$ cat src/rtl/fp_add_sequencer.sv
// Register-file to FP-adder command sequencer: reads two operands, waits ADD_LAT cycles, writes the sum back.
// Optional FPSEQ_EXC_FLAG_EN adds the exc flag and a saturating exc_count of Inf/NaN completions.
module fp_add_sequencer #(
  parameter int ADDR_W  = 5,
  parameter int DATA_W  = 32,
  parameter int ADD_LAT = 1
) (
  input  logic              clk,
  input  logic              reset,
  input  logic              cmd_valid,
  output logic              cmd_ready,
  input  logic [ADDR_W-1:0] cmd_src_a,
  input  logic [ADDR_W-1:0] cmd_src_b,
  input  logic [ADDR_W-1:0] cmd_dst,
  output logic              rf_we,
  output logic              rf_mode,
  output logic [ADDR_W-1:0] rf_addr,
  output logic [DATA_W-1:0] rf_wdata,
  input  logic [DATA_W-1:0] rf_rdata,
  output logic [DATA_W-1:0] add_a,
  output logic [DATA_W-1:0] add_b,
  input  logic [DATA_W-1:0] add_sum,
  output logic              busy,
  output logic              done,
  output logic [ADDR_W-1:0] done_dst,
  output logic [DATA_W-1:0] done_data
`ifdef FPSEQ_EXC_FLAG_EN
  ,
  output logic              exc,
  output logic [7:0]        exc_count
`endif
);

  localparam int CNT_W = (ADD_LAT > 1) ? $clog2(ADD_LAT) : 1;

  typedef enum logic [2:0] {IDLE, RD_A, RD_B, CAP_B, ADD, WB} state_t;

  state_t             state, state_n;
  logic [ADDR_W-1:0]  src_a, src_b, dst;
  logic [DATA_W-1:0]  op_a, op_b, res;
  logic [CNT_W-1:0]   cnt;

  always_ff @(posedge clk) begin
    if (!reset) begin
      state <= IDLE;
      src_a <= '0;
      src_b <= '0;
      dst   <= '0;
      op_a  <= '0;
      op_b  <= '0;
      res   <= '0;
      cnt   <= '0;
`ifdef FPSEQ_EXC_FLAG_EN
      exc_count <= '0;
`endif
    end else begin
      state <= state_n;
      case (state)
        IDLE: if (cmd_valid) begin
          src_a <= cmd_src_a;
          src_b <= cmd_src_b;
          dst   <= cmd_dst;
        end
        // Read data lags the address by one cycle, so A lands during RD_B and B during CAP_B.
        RD_B:  op_a <= rf_rdata;
        CAP_B: begin
          op_b <= rf_rdata;
          cnt  <= CNT_W'(ADD_LAT - 1);
        end
        ADD: begin
          if (cnt == '0) res <= add_sum;
          else           cnt <= cnt - CNT_W'(1);
        end
        default: ;
      endcase
`ifdef FPSEQ_EXC_FLAG_EN
      if (state == WB && res[30:23] == 8'hFF && exc_count != 8'hFF)
        exc_count <= exc_count + 8'd1;
`endif
    end
  end

  always_comb begin
    state_n   = state;
    cmd_ready = 1'b0;
    rf_we     = 1'b0;
    rf_mode   = 1'b1;
    rf_addr   = '0;
    rf_wdata  = '0;
    done      = 1'b0;
    done_dst  = '0;
    done_data = '0;
    case (state)
      IDLE: begin
        cmd_ready = 1'b1;
        if (cmd_valid) state_n = RD_A;
      end
      RD_A: begin
        rf_addr = src_a;
        state_n = RD_B;
      end
      RD_B: begin
        rf_addr = src_b;
        state_n = CAP_B;
      end
      CAP_B: state_n = ADD;
      ADD:   if (cnt == '0) state_n = WB;
      WB: begin
        rf_we     = 1'b1;
        rf_mode   = 1'b0;
        rf_addr   = dst;
        rf_wdata  = res;
        done      = 1'b1;
        done_dst  = dst;
        done_data = res;
        state_n   = IDLE;
      end
      default: state_n = IDLE;
    endcase
    // Reset gates the outputs in the same cycle, so a WB caught by reset never writes.
    if (!reset) begin
      cmd_ready = 1'b0;
      rf_we     = 1'b0;
      rf_mode   = 1'b1;
      rf_addr   = '0;
      rf_wdata  = '0;
      done      = 1'b0;
      done_dst  = '0;
      done_data = '0;
    end
  end

  assign busy  = reset && (state != IDLE);
  assign add_a = reset ? op_a : '0;
  assign add_b = reset ? op_b : '0;

`ifdef FPSEQ_EXC_FLAG_EN
  assign exc = done && (res[30:23] == 8'hFF);
`endif

endmodule

$ cat config.mk
export PLATFORM = sky130hd
export DESIGN_NAME = fp_add_sequencer
export DESIGN_NICKNAME = d
export VERILOG_FILES = /design/src/rtl/fp_add_sequencer.sv
export SDC_FILE = /design/constraint.sdc
export NUM_CORES = 1
export LEC_CHECK = 0
export BUFFER_PORTS_ARGS = -buffer_cell sky130_fd_sc_hd__clkbuf_2
export CORE_ASPECT_RATIO = 0.7
export CORE_MARGIN = 5
export CORE_UTILIZATION = 30
export DETAILED_ROUTE_END_ITERATION = 16
export GPL_TIMING_DRIVEN = 0
export PLACE_DENSITY_LB_ADDON = 0.12
export SYNTH_ARGS = -nofsm -noshare
export SYNTH_HDL_FRONTEND = slang
export SYNTH_SLANG_ARGS = --single-unit
$ cat constraint.sdc
create_clock -name clk -period 1.9 [get_ports clk]
set_clock_uncertainty 0.15 [all_clocks]
set_input_delay 0.38 -clock clk [delete_from_list [all_inputs] [get_ports clk]]
set_output_delay 0.38 -clock clk [all_outputs]
set_load 0.01 [all_outputs]
==> results.md <==
* Status: complete, but fails checks
* Failing checks: negative setup slack
* Routed Antenna Nets at 0
* Vias in the first global route at between 5000 and 6000
* RSZ-0062 raised after global routing: yes
* Combinational cell fraction of total power at about a tenth
* Yosys Warn Count at 0
* FMAX at 0.434 GHz
* Maximum clock path buffer count at 2
* Max Cap Violations at 0
* Final non-filler cell total at roughly 1200
* Total grt overflow at 0
* WHS Path Cells at 3
* Clock power frac at between 50% and 60%
* Unique masters post-synth at 27
* CTS tree: built
* Worst reg-to-reg setup slack at about 90 ps
* Root Driver: clkbuf_16
* PD cells at between 800 and 900 mW/mm^2
* FF+latch count, synth at between 100 and 150
* Initial antenna violation count at 0
* Reg2Reg Depth at 8
* Period utilisation layout at 121%
* WS Path Type: reg2out
* Sequential power share at 39.0%
* Cell mode on critical path: buf_6
* Final Hold Fails at 0
* Overall Global Routing Usage at 17.3%
* CP endpoint kind: output port
* Hold Path End: res[22]
* Synthesized area per cell at 7.55 um^2
* Switch share at a little under a quarter
* Sw Pwr at 1530 uW
* Tmin final at 2300 ps
* Worst setup margin at -404 ps
* Worst Path Buf+Inv at 5
* Slew @ Worst Pin at about 580 ps
* Core Footprint at between 0.015 and 0.02 mm^2
* Worst vdd ir at about 0.49 mV
* Clock Latency Late Sink at around 400 ps
* Cells after DPL at 1125
* Most common cell after layout, fill and taps aside: nand2_1
* # DRC at 0
* # port buffers at ~220
* Most frequent cells in the layout: nand2_1 (207), clkbuf_2 (182), dfxtp_1 (111)
* 1st-pass router iterations at 4
* Post-Syn Nets at 759
* Crit path required time at between 1000 and 1500 ps
* Worst Setup Start Kind: flip-flop
* Reg clk slew, reported paths at 50 ps
* DRT iter0 DRCs at around 250
* Nets at about 1000
* Via/cell ratio at around 4.5
* Worst min-delay path category: in2reg
* Critical path's slowest cell: dfxtp_2
* Critical hold path startpoint: add_sum[22]
* Crit-path max FO at 6
* Routability cong. at a little under 0.8
* Register area share after synthesis at between 40% and 50%
* WL final at roughly 18000 um
* Max incr delay on CP at between 300 and 400 ps
* # IOs at 225
* Cell family with most CP delay: buffers and inverters
* Die Ht at 119 um
* Static Leak at between 0.003 and 0.004 uW
* Die width at between 150 and 200 um
* Layout area overhead at 55.8%
* Largest net degree at the start of global routing at 20
* Die Area at roughly 0.02 mm^2
* Fraction of layout cells with a size suffix above 1 at between 40% and 50%
* FF-to-FF End: res[11]
* Setup_tns at -24540 ps
* Clock sinks at between 100 and 150
* Wire per inst at 15.0 um
* Post-Syn Area at just over 0.005 mm^2
* Internal at slightly below 5000 uW
* Setup-failing EPs final at between 70 and 80
* Starting Density at between 30% and 40%
* Row count at 39
* Max-slew headroom at 61.6%
* CTS Hold Buffers Added at 0
* Routed vias at between 5000 and 6000
* Post-Syn Instances at slightly below 700
* H-Tree Depth at 4
* Slew Limit Fails at 0
* Place WS at -412 ps
* Critical path cell sequence: buf_6, and4b_2, buf_6, buf_6, buf_12, and2_4, buf_8
* Post-DP HPWL at between 10000 and 15000 um
* WP data arrival at ~1800 ps
* ANT cells at 0
* First-pass GRT wire length at about 28000 um
* Total power at 6480 uW
* Worst r2r src: state[1]
* Num CTS Buffers at 17
==> how the worst max path moves through the flow <==
stage	from	endpoint	slack, ps	depth (start not counted)
after global routing	state[0]	rf_wdata[21]	-460	7
after detailed placement	reset	rf_wdata[22]	-410	7
after floorplan	reset	rf_wdata[13]	-3	6
final	state[0]	done_dst[1]	-400	7
after CTS	state[1]	done_dst[0]	-430	7
after global placement	reset	rf_wdata[22]	-410	7
==> power by group through the flow <==
stage,combinational (uW),clock [uW],sequential (uW)
2_1_floorplan,301,0,2560
3_3_place_gp,540,0,2580
3_5_place_dp,538,0,2580
4_1_cts,601,3380,2530
5_1_grt,723,3490,2540
6_report,646,3310,2530
==> Yosys cell counts <==
| library cell | number | area share (%) |
|---|---|---|
| buf_2 | 25 | 2.4 |
| a2111oi_0 | 1 | 0.17 |
| dfxtp_1 | 114 | 45 |
| clkbuf_2 | 1 | 0.098 |
| nand2_1 | 207 | 15 |
| o21ai_0 | 13 | 1.3 |
| o21ai_1 | 3 | 0.29 |
| nand3_1 | 20 | 2.0 |
| a21oi_1 | 97 | 9.5 |
| buf_6 | 1 | 0.22 |
| and2_1 | 102 | 12 |
| nand3b_1 | 11 | 1.6 |
| or3b_1 | 2 | 0.34 |
| clkbuf_1 | 24 | 1.8 |
| nor3b_4 | 1 | 0.37 |
| nor3b_2 | 1 | 0.24 |
| buf_4 | 35 | 5.1 |
| inv_2 | 1 | 0.073 |
| inv_1 | 1 | 0.073 |
| nor4b_2 | 1 | 0.29 |
| nor2_1 | 2 | 0.15 |
| a31oi_1 | 5 | 0.61 |
| and4b_1 | 1 | 0.20 |
| buf_1 | 2 | 0.15 |
| nor2b_1 | 2 | 0.24 |
| and3b_1 | 1 | 0.17 |
| nor3_1 | 3 | 0.29 |
==> metal layers <==
layer  vias to the layer above  track usage, %  routed length, um
met1                      2413            24.7               8840
met2                       152            25.6               7630
met5                         -               0                  0
met4                         0            5.10                176
li1                       2679               -                  -
met3                        13            4.80               1030
==> state kept, by name (all words and copies together), names as in the netlist <==
signal,count
state,3
res,32
op_a,32
dst,5
op_b,32
src_a,5
src_b,5
==> cells by family after synthesis <==
group,after synthesis,synth area share (%)
buffers and inverters,90,9.96
AO/OA/AOI/OAI,119,11.8
flip-flops,114,44.6
AND/OR/NAND/NOR,354,33.6
==> stage by stage <==
step	cell area (um^2)	utilization, %	hold slack (ps)
after floorplan	5110	-	282
after global placement	6510	39.4	289
after detailed placement	6510	39.4	292
after CTS	7680	46.4	19.4
after global routing	7970	48.2	35.9
final	7970	48.2	36.2
==> worst register-to-register path, cell delays in order (launching register included) <==
cell and delay [ps]:
dfxtp_2 320, buf_4 120, buf_4 120, buf_4 140, or3b_1 340, buf_2 170
buf_4 180, nand2_1 70, a21oi_1 60
==> final cells by class <==
cell class | count | area (um^2)
buffer | 85 | 678
fill | 1684 | 8580
clock inverter | 10 | 130
sequential | 114 | 2290
clock buffer | 22 | 484
multi-input combinational | 473 | 2470
inverter | 2 | 7.51
timing repair buffer | 248 | 1620
tap | 225 | 282
==> timing repair <==
action	CTS	global route
cloned	2	0
pin swaps	15	5
endpoints found under the setup margin	103	164
buffers inserted	16	7
gates resized for setup	110	92
Power figures use the tool's default switching activity.
